==> src/rtl/cond_pkg.sv <==
// Shared types and constants for the input conditioner: the debounce state
// encoding and the width/ceiling of the optional glitch counter.
package cond_pkg;

    typedef enum logic [1:0] {
        IDLE_LOW   = 2'd0,
        CHECK_HIGH = 2'd1,
        IDLE_HIGH  = 2'd2,
        CHECK_LOW  = 2'd3
    } cond_state_t;

    localparam int             COND_GLITCH_W   = 8;
    localparam logic [7:0]     COND_GLITCH_MAX = 8'd255;

endpackage

==> src/rtl/sync_chain.sv <==
// Multi-flop synchroniser that brings an asynchronous bit into the clock domain.
// Cleared asynchronously by active-low clearb; STAGES must be 2 or more.
module sync_chain #(
    parameter int STAGES = 2
) (
    input  logic clock,
    input  logic clearb,
    input  logic d_i,
    output logic q_o
);

    logic [STAGES-1:0] sync_q;

    always_ff @(posedge clock or negedge clearb) begin
        if (!clearb) begin
            sync_q <= '0;
        end else begin
            sync_q <= {sync_q[STAGES-2:0], d_i};
        end
    end

    assign q_o = sync_q[STAGES-1];

endmodule

==> src/rtl/input_conditioner.sv <==
// Synchronise, debounce and edge-detect a raw asynchronous input.
// Optional macro INPUT_CONDITIONER_GLITCH_COUNT_EN adds a saturating glitch_count output.
module input_conditioner
    import cond_pkg::*;
#(
    parameter int SYNC_STAGES   = 2,
    parameter int STABLE_CYCLES = 4,
    parameter int CNT_WIDTH     = 3
) (
    input  logic clock,
    input  logic clearb,
    input  logic noisy_in,
    input  logic enable,
    output logic clean_out,
    output logic rise_pulse,
    output logic fall_pulse,
    output logic busy
`ifdef INPUT_CONDITIONER_GLITCH_COUNT_EN
    ,
    output logic [COND_GLITCH_W-1:0] glitch_count
`endif
);

    localparam logic [CNT_WIDTH-1:0] CNT_LAST = CNT_WIDTH'(STABLE_CYCLES - 1);

    logic                 s;
    cond_state_t          state_q, state_d;
    logic [CNT_WIDTH-1:0] cnt_q, cnt_d;
    logic                 clean_q, clean_d;
    logic                 rise_q, rise_d;
    logic                 fall_q, fall_d;

    sync_chain #(.STAGES(SYNC_STAGES)) u_sync (
        .clock (clock),
        .clearb(clearb),
        .d_i   (noisy_in),
        .q_o   (s)
    );

    always_ff @(posedge clock or negedge clearb) begin
        if (!clearb) begin
            state_q <= IDLE_LOW;
            cnt_q   <= '0;
            clean_q <= 1'b0;
            rise_q  <= 1'b0;
            fall_q  <= 1'b0;
        end else begin
            state_q <= state_d;
            cnt_q   <= cnt_d;
            clean_q <= clean_d;
            rise_q  <= rise_d;
            fall_q  <= fall_d;
        end
    end

    // Counter starts at 1 on entry to CHECK, so the last qualifying edge sees CNT_LAST.
    always_comb begin
        state_d = state_q;
        cnt_d   = cnt_q;
        clean_d = clean_q;
        rise_d  = 1'b0;
        fall_d  = 1'b0;
        case (state_q)
            IDLE_LOW: begin
                if (s && enable) begin
                    state_d = CHECK_HIGH;
                    cnt_d   = CNT_WIDTH'(1);
                end
            end
            CHECK_HIGH: begin
                if (!enable || !s) begin
                    state_d = IDLE_LOW;
                    cnt_d   = '0;
                end else if (cnt_q == CNT_LAST) begin
                    state_d = IDLE_HIGH;
                    cnt_d   = '0;
                    clean_d = 1'b1;
                    rise_d  = 1'b1;
                end else begin
                    cnt_d = cnt_q + CNT_WIDTH'(1);
                end
            end
            IDLE_HIGH: begin
                if (!s && enable) begin
                    state_d = CHECK_LOW;
                    cnt_d   = CNT_WIDTH'(1);
                end
            end
            CHECK_LOW: begin
                if (!enable || s) begin
                    state_d = IDLE_HIGH;
                    cnt_d   = '0;
                end else if (cnt_q == CNT_LAST) begin
                    state_d = IDLE_LOW;
                    cnt_d   = '0;
                    clean_d = 1'b0;
                    fall_d  = 1'b1;
                end else begin
                    cnt_d = cnt_q + CNT_WIDTH'(1);
                end
            end
            default: begin
                state_d = IDLE_LOW;
                cnt_d   = '0;
            end
        endcase
    end

    assign clean_out  = clean_q;
    assign rise_pulse = rise_q;
    assign fall_pulse = fall_q;
    assign busy       = (state_q == CHECK_HIGH) || (state_q == CHECK_LOW);

`ifdef INPUT_CONDITIONER_GLITCH_COUNT_EN
    logic                     glitch_hit;
    logic [COND_GLITCH_W-1:0] glitch_q;

    // Only aborts caused by the input reverting count; enable-driven aborts do not.
    assign glitch_hit = enable &&
                        (((state_q == CHECK_HIGH) && !s) ||
                         ((state_q == CHECK_LOW)  &&  s));

    always_ff @(posedge clock or negedge clearb) begin
        if (!clearb) begin
            glitch_q <= '0;
        end else if (glitch_hit && (glitch_q != COND_GLITCH_MAX)) begin
            glitch_q <= glitch_q + 1'b1;
        end
    end

    assign glitch_count = glitch_q;
`endif

endmodule

==> config.mk <==
export PLATFORM = sky130hd
export DESIGN_NAME = input_conditioner
export DESIGN_NICKNAME = d
export VERILOG_FILES = /design/src/rtl/cond_pkg.sv /design/src/rtl/sync_chain.sv /design/src/rtl/input_conditioner.sv
export SDC_FILE = /design/constraint.sdc
export NUM_CORES = 1
export LEC_CHECK = 0
export ABC_CLOCK_PERIOD_IN_PS = 2900
export BUFFER_PORTS_ARGS = -buffer_cell sky130_fd_sc_hd__buf_2
export CORE_AREA = 2 2 39 41
export CTS_CLUSTER_SIZE = 14
export DETAILED_ROUTE_END_ITERATION = 8
export DIE_AREA = 0 0 41 43
export PLACE_DENSITY_LB_ADDON = 0.05
export SYNTH_ARGS = -nofsm -noshare
export SYNTH_HDL_FRONTEND = slang
export SYNTH_SLANG_ARGS = --single-unit
export TNS_END_PERCENT = 100
==> constraint.sdc <==
create_clock -name clock -period 2.9 [get_ports clock]
set_clock_uncertainty 0.05 [all_clocks]
set_input_delay 0.435 -clock clock [delete_from_list [all_inputs] [get_ports clock]]
set_output_delay 0.435 -clock clock [all_outputs]
set_load 0.1 [all_outputs]
======== Yosys cells after proc, flatten, opt, wreduce, memory -nomap -nowiden ========
Index checks and enable logic that the tools add are counted.
operators by class
  $add $sub $neg .......................... 1
  equal/unequal tests ..................... 12
  muxes and demuxes ....................... 23
  reduce and logical (&&, ||, !) cells .... 12
operators with widths
  kind                                           count
  2-to-1 mux 3 bit                               5
  2-to-1 mux 2 bit                               6
  != test 2 bit, second input constant           6
  case mux 3 bit (4 select lines)                1
  2-to-1 mux 1 bit                               9
  case mux 2 bit (4 select lines)                1
  != test 3 bit, second input constant           2
  AND reduction 5 bit                            1
  == test 2 bit, second input constant           2
  AND reduction 4 bit                            1
  adder 3 x 1 -> 3 bit, second input constant    1
  == test 3 x 2 -> 1 bit, second input constant  1
  logical OR 1 bit                               3
  == test 2 x 1 -> 1 bit, second input constant  1
  logical AND 1 bit                              2
  zero test 1 bit                                2
  zero test 2 bit                                1
  case mux 1 bit (2 select lines)                1
  AND reduction 2 bit                            1
  nonzero test 2 bit                             1
storage, ports and cells
  flip-flop bits (word level) ............. 10
  input port bits ......................... 4
  output and inout bits ................... 4
  logic and storage cells ................. 54

======== Depth between registers and ports, before layout ========
Gate-level depths: netlist of the first run.
  depth in word-level cells ............... 4
  gate-level depth with buffers ........... 4
  depth with buffers taken out ............ 4

======== Cells and area by module ========
A second synthesis of the first run with hierarchy kept.
second synthesis, totals
  cells, all modules ...................... 32
  area, all modules ....................... 419.2 sq um
modules (own cells, without submodules)
  module             instances  cells each  area each (sq um)  seq. area each (sq um)
  input_conditioner  1          30          369.1              200.2
  sync_chain         1          2           50.0               50.0

======== Worst setup path after synthesis of the first run ========
OpenSTA, ideal clock, no wires.
  path type ............................... register -> output
  from .................................... register state_q[0]
  to ...................................... output busy
  arrival time ............................ 1267 ps
  data required time ...................... 2415 ps
  path slack .............................. 1148 ps
  cell stages (with the launch flop) ...... 2
  buffers on the path ..................... 1
  path through ............................ dfrtp_1 clkbuf_1
between the ends
  longest elaborated chain between the ends .. 2
  elaborated cells between the ends (all ways) .. 3
  classes of those cells .................. 2 x eq/ne; 1 x reduce/logical
RTL lines
  element                                                         RTL line                  source
  start, declared                                                 input_conditioner.sv:27   cond_state_t state_q, state_d;
  start signal, assigned                                          input_conditioner.sv:48   state_q <= state_d;
  == test 2 x 1 -> 1 bit / == test 2 bit (equally long branches)  input_conditioner.sv:112  assign busy = (state_q == CHECK_HIGH) || (state_q == CHECK_LOW);
  logical OR 1 bit (*)                                            input_conditioner.sv:112
  end, declared                                                   input_conditioner.sv:17   output logic busy
Mark *: on every way between the ends. The rest lies on a longest branch, timed or not.

======== Worst setup path in the final report of the first run ========
Ends and elaborated chain as after synthesis.

==> out/qor.yml, run 1 <==
sta:
  worst_pin_slew_ns: 0.486
  timing.slew.headroom: 0.678
  fin_crit_sh: 0.572
  hold_viol_final: 0
  slew_violations: 0
  period_minus_slack_ns: 1.66
  rsz0062_at_grt: "no"
  finalSetupTns_ns: 0
  setup_viol: 0
  fmax_ghz: 0.603
worst_setup_path:
  cp_max_fo: 7
  crit_buf_inv: 1
  path_cells: "buf_2"
  required_ns: 2.41
  cpMaxStageDelayCell: "buf_2"
  cp-end-kind: "output pin"
  cp_slowest_stage_delay_ns: 0.47
  r2r_start: "cnt_q[0]$_DFFE_PN0P_"
  path_class: "flop to output pin"
  reg2reg_setup_slack_ns: 1.61
  worst_ep_arrival_time_ns: 1.17
  worstSetupEndpoint: "busy"
  crit_cells: 1
  crit_start: "state_q[0]$_DFFE_PN0P_"
  r2r_end: "state_q[1]$_DFFE_PN0P_"
  path_delay_family: "buffers and inverters"
  reg2reg_depth: 3
  worstSetupStartpointType: "flop"
logic_synthesis:
  synth_cells: 33
  synthMuxAreaShare: 0.0265
  synth_seq_cells: 10
  yosysUniqueCellTypes: 20
  syn_area_per_cell_um2: 12.9
  syn-num-nets: 38
  seq_area_frac_synth: 0.590
  synth_compound_area_frac: 0.118
  synth_warnings: 0
  synth_area_um2: 424
  synth_top_family_by_area: "simple AND/OR/NAND/NOR gates"
  synthXorXnorAreaFrac: 0.0206
  synthAdderAreaFrac: 0.0295
  yosys.area_share.simple: 0.180
clocking:
  cts_tree: "built"
  numCtsBuffers: 3
  cts_resized: 0
  root_buffer: "clkbuf_4"
  clk_pin_slew_ns: 0.06
  hold_buffers: 1
  htreeDepth: 1
  cts.path.max_buffers: 2
  post_cts_buffers: 0
  clock-sinks: 10
  clock_latency_ns: 0.25
placed_design:
  port_buffers: 7
  place.gp.congestion: 0.602
  dp.final_hpwl_um: 553
floorplanning:
  fp.dieH_um: 43
  die_w_um: 41
  boundaryPins: 8
  die_area_um2: 1760
  coreArea_um2: 1380
  num_rows: 14
  initial_utilization: 0.307
pwr:
  p_per_area_nw_per_um2: 775
  p_leak_nw: 0.256
  ir_worst_vdd_v: 0.000276
global_routing:
  grt_usage: 0.102
  antenna_found_initial: 0
  grt_max_degree: 11
  grt-ovfl-total: 0
  grt_first_pass_wirelength_um: 1170
  grt_pass1_vias: 279
run_status:
  status: "complete, no violations"
drt:
  drtIter0Drc: 0
  vias: 272
  viasPerCell: 4.61
  first_pass_iters: 1
  routedWlPerCell_um: 11.6
  drc_errors: 0
  wl_um: 684
  postRouteAntennaNets: 0
cells_and_area:
  mostFrequentLayoutCells: "dfrtp_1 (10), buf_2 (7), inv_1 (3), clkbuf_4 (3)"
  antennaDiodeCount: 0
  nets: 50
  fin_util: 0.367
  syn_to_final_growth_pct: 19.8
  drive_gt1_frac: 0.326
  fillCellCount: 145
  layout_commonest_cell: "dfrtp_1"
run:
  drv_cap: 0
worst_hold_path:
  hp-class: "input pin to flop"
  min_path_cells: 1
-- metal layers --
metal	vias to the layer above	track usage	wire length (um)
met4	0	0.0600	0
met3	0	0.0314	30
met5	-	0	0
li1	134	-	-
met2	4	0.163	366
met1	134	0.110	287
-- layout make-up --
cell class	count	area, um^2	area share
clock buffers	3	22.5	0.0443
inverters	3	11.3	0.0222
multi-input cells	19	159	0.313
flip-flops and latches	10	250	0.493
well taps	16	20.0	0.0394
repair buffers	8	45.0	0.0887
-- stage by stage --
stage | std cells | area (um^2) | hold WS, ns | worst slack [ns] | power, mW
after floorplan | 33 | 424 | 0.0894 | 1.15 | 0.285
after global placement | 55 | 475 | 0.251 | 1.55 | 0.305
after detailed placement | 55 | 475 | 0.255 | 1.53 | 0.309
after CTS | 59 | 508 | 0.230 | 1.25 | 0.399
after global routing | 59 | 508 | 0.221 | 1.19 | 0.422
final | 59 | 508 | 0.237 | 1.24 | 0.394
-- state kept, by name, indices dropped and copies added (netlist names) --
name and cells:
cnt_q 3, state_q 2, fall_pulse 1, clean_out 1
rise_pulse 1, u_sync.sync_q 2
-- cells by family after synthesis --
| family | count (synthesis) |
|---|---|
| compound gates | 6 |
| fa+ha+maj | 1 |
| xor+xnor | 1 |
| simple gates | 10 |
| buf+inv | 4 |
| mux | 1 |
| flops | 10 |
-- synthesized netlist by cell type (all sizes together) --
master  count  share of area
nor3        1          0.012
and2        1          0.021
nand2b      2          0.029
mux2        1          0.027
o32ai       2          0.059
nand3b      1          0.018
nand3       1          0.012
dfrtp      10           0.59
xor2        1          0.021
nand4b      1          0.035
inv         3          0.027
o21a        1          0.018
o21ai       2          0.024
clkbuf      1         0.0088
ha          1          0.029
nor3b       1          0.029
nand2       1         0.0088
nor2b       1          0.015
a21boi      1          0.018
-- power breakdown --
group / switching (mW) / internal [mW]
combinational: 0.0729 / 0.0436
sequential: 0.0243 / 0.163
clock: 0.0423 / 0.0476
total: 0.139 / 0.255
-- how the worst min path moves through the flow --
stage / start / to / slack [ns]
2_1_floorplan: clearb / clean_out$_DFFE_PN0P_ / 0.09
3_3_place_gp: clearb / u_sync.sync_q[0]$_DFF_PN0_ / 0.25
3_5_place_dp: clearb / u_sync.sync_q[0]$_DFF_PN0_ / 0.25
4_1_cts: noisy_in / u_sync.sync_q[0]$_DFF_PN0_ / 0.23
5_1_grt: noisy_in / u_sync.sync_q[0]$_DFF_PN0_ / 0.22
6_report: noisy_in / u_sync.sync_q[0]$_DFF_PN0_ / 0.24
(Power assumes the default switching activity.)
==> run 2: changes to the inputs <==
--- a/config.mk
+++ b/config.mk
@@ -5,7 +5,7 @@
 export SDC_FILE = /design/constraint.sdc
 export NUM_CORES = 1
 export LEC_CHECK = 0
-export ABC_CLOCK_PERIOD_IN_PS = 2900
+export ABC_CLOCK_PERIOD_IN_PS = 1700
 export BUFFER_PORTS_ARGS = -buffer_cell sky130_fd_sc_hd__buf_2
 export CORE_AREA = 2 2 39 41
 export CTS_CLUSTER_SIZE = 14
==> constraint.sdc (replaced) <==
create_clock -name clock -period 1.7 [get_ports clock]
set_clock_uncertainty 0.05 [all_clocks]
set_input_delay 0.255 -clock clock [delete_from_list [all_inputs] [get_ports clock]]
set_output_delay 0.255 -clock clock [all_outputs]
set_load 0.1 [all_outputs]
==> out/qor.yml, run 2 (same netlist as run 1, synthesis figures left out) <==
global_routing:
  grt_max_degree: 11  # unchanged
  grt_usage: 0.104  # was 0.102
  antenna_found_initial: 0  # unchanged
  grt_pass1_vias: 273  # was 279
  grt_first_pass_wirelength_um: 1170  # unchanged
  grt-ovfl-total: 0  # unchanged
pwr:
  p_leak_nw: 0.256  # unchanged
  p_seq_frac: 0.476  # about the same
  pwr-share-clk: 0.229  # was 0.228
  p_per_area_nw_per_um2: 1330  # was 775 nW/um^2
  power_switching_mw: 0.240  # was 0.139 mW
  ir_worst_vdd_v: 0.000477  # was 0.000276 V
  combPwrFrac: 0.295  # was 0.296
  power_mw: 0.675  # was 0.394 mW
  intPower_mw: 0.434  # was 0.255 mW
  swShare: 0.356  # was 0.354
sta:
  fin_crit_sh: 0.867
  worst_slack_ns: 0.226  # was 1.24 ns
  fmax_ghz: 0.678
  rsz0062_at_grt: "no"  # unchanged
  hold_viol_final: 0  # unchanged
  timing.slew.headroom: 0.677  # was 0.678
  holdWs_ns: 0.0490  # was 0.237 ns
  slew_violations: 0  # unchanged
  worst_pin_slew_ns: 0.487  # was 0.486 ns
  period_minus_slack_ns: 1.47
  setup_viol: 0  # unchanged
  finalSetupTns_ns: 0  # unchanged
clocking:
  cts.path.max_buffers: 2  # unchanged
  post_cts_buffers: 0  # unchanged
  clock-sinks: 10  # unchanged
  numCtsBuffers: 3  # unchanged
  cts_tree: "built"  # unchanged
  htreeDepth: 1  # unchanged
  root_buffer: "clkbuf_4"  # unchanged
  clock_latency_ns: 0.26  # was 0.25 ns
  clk_pin_slew_ns: 0.06  # about the same
cells_and_area:
  reg.largest.list: "cnt_q: 3 flops, state_q: 2 flops, u_sync.sync_q: 2 flops"  # unchanged
  drive_gt1_frac: 0.326  # unchanged
  mostFrequentLayoutCells: "dfrtp_1 (10), buf_2 (7), inv_1 (3), clkbuf_4 (3)"  # unchanged
  syn_to_final_growth_pct: 19.8  # unchanged
  fillCellCount: 139  # was 145
  layout_commonest_cell: "dfrtp_1"  # unchanged
  antennaDiodeCount: 0  # unchanged
  largest_register_ffs: 3  # unchanged
  nets: 50  # unchanged
  finalNonFillerCells: 59  # unchanged
  regMostFlops: "cnt_q"  # unchanged
drt:
  drtIter0Drc: 3  # was 0
  routedWlPerCell_um: 11.9  # was 11.6 um
  vias: 272  # unchanged
  wl_um: 700  # was 684 um
  viasPerCell: 4.61  # unchanged
  drc_errors: 0  # unchanged
  postRouteAntennaNets: 0  # unchanged
  first_pass_iters: 2  # was 1
floorplanning:
  die_w_um: 41  # unchanged
  coreArea_um2: 1380  # unchanged
  fp.dieH_um: 43  # unchanged
  die_area_um2: 1760  # unchanged
  num_rows: 14  # unchanged
  initial_utilization: 0.307  # unchanged
  boundaryPins: 8  # unchanged
worst_setup_path:
  path_class: "flop to output pin"  # unchanged
  crit_buf_inv: 1  # unchanged
  cp_max_fo: 7  # unchanged
  cp-end-kind: "output pin"  # unchanged
  required_ns: 1.39  # was 2.41 ns
  path_cells: "buf_2"  # unchanged
  worstSetupStartpointType: "flop"  # unchanged
  cpMaxStageDelayCell: "buf_2"  # unchanged
  worst_ep_arrival_time_ns: 1.17  # about the same
  cp_slowest_stage_delay_ns: 0.47  # about the same
  path_delay_family: "buffers and inverters"  # unchanged
worst_hold_path:
  hp-class: "input pin to flop"  # unchanged
placed_design:
  place.gp.congestion: 0.655  # was 0.602
  dp.final_hpwl_um: 578  # was 553 um
  dp_cells: 55  # unchanged
  pre_cts_ws_ns: 0.435  # was 1.53 ns
  port_buffers: 7  # unchanged
run:
  drv_cap: 0  # unchanged
run_status:
  status: "complete, no violations"  # unchanged
run 2: worst paths after layout:
check / from / endpoint / slack (ns) / depth (start not counted)
max: state_q[0]$_DFFE_PN0P_ / busy / 0.23 / 1
min: noisy_in / u_sync.sync_q[0]$_DFF_PN0_ / 0.05 / 1
max reg2reg: cnt_q[0]$_DFFE_PN0P_ / state_q[1]$_DFFE_PN0P_ / 0.42 / 3
min reg2reg: u_sync.sync_q[0]$_DFF_PN0_ / u_sync.sync_q[1]$_DFF_PN0_ / 0.31 / 0
max in group asynchronous: clearb / cnt_q[1]$_DFFE_PN0P_ / 1.08 / 2
min in group asynchronous: clearb / u_sync.sync_q[0]$_DFF_PN0_ / 0.33 / 2
run 2: power by group through the flow:
stage	logic [mW]	clock network, mW	registers, mW
after floorplan	0.166	0	0.320
after global placement	0.198	0	0.323
after detailed placement	0.201	0	0.326
after CTS	0.204	0.160	0.321
after global routing	0.216	0.174	0.328
final	0.199	0.154	0.321
run 2: per-stage QoR:
stage,area (um^2),utilization
4_1_cts,508,0.367
3_3_place_gp,475,0.344
2_1_floorplan,424,-
5_1_grt,508,0.367
6_report,508,0.367
3_5_place_dp,475,0.344
run 2: area by class of cell:
| cell class | instances | area, um^2 | area share |
|---|---|---|---|
| clock buffers | 3 | 22.5 | 0.0443 |
| inverters | 3 | 11.3 | 0.0222 |
| multi-input cells | 19 | 159 | 0.313 |
| flip-flops and latches | 10 | 250 | 0.493 |
| well taps | 16 | 20.0 | 0.0394 |
| repair buffers | 8 | 45.0 | 0.0887 |
run 2: layer usage:
layer  global-route usage  up-vias  part of all wire
met3               0.0471        0             0.047
met2                0.153        4              0.55
met4               0.0600        0                 0
met1                0.118      133              0.40
li1                     -      135                 -
met5                    0        -                 0
run 2: repair_timing:
item	CTS	global route
hold buffers	1	0
endpoints found under the hold margin	10	0
gates resized for setup	0	0
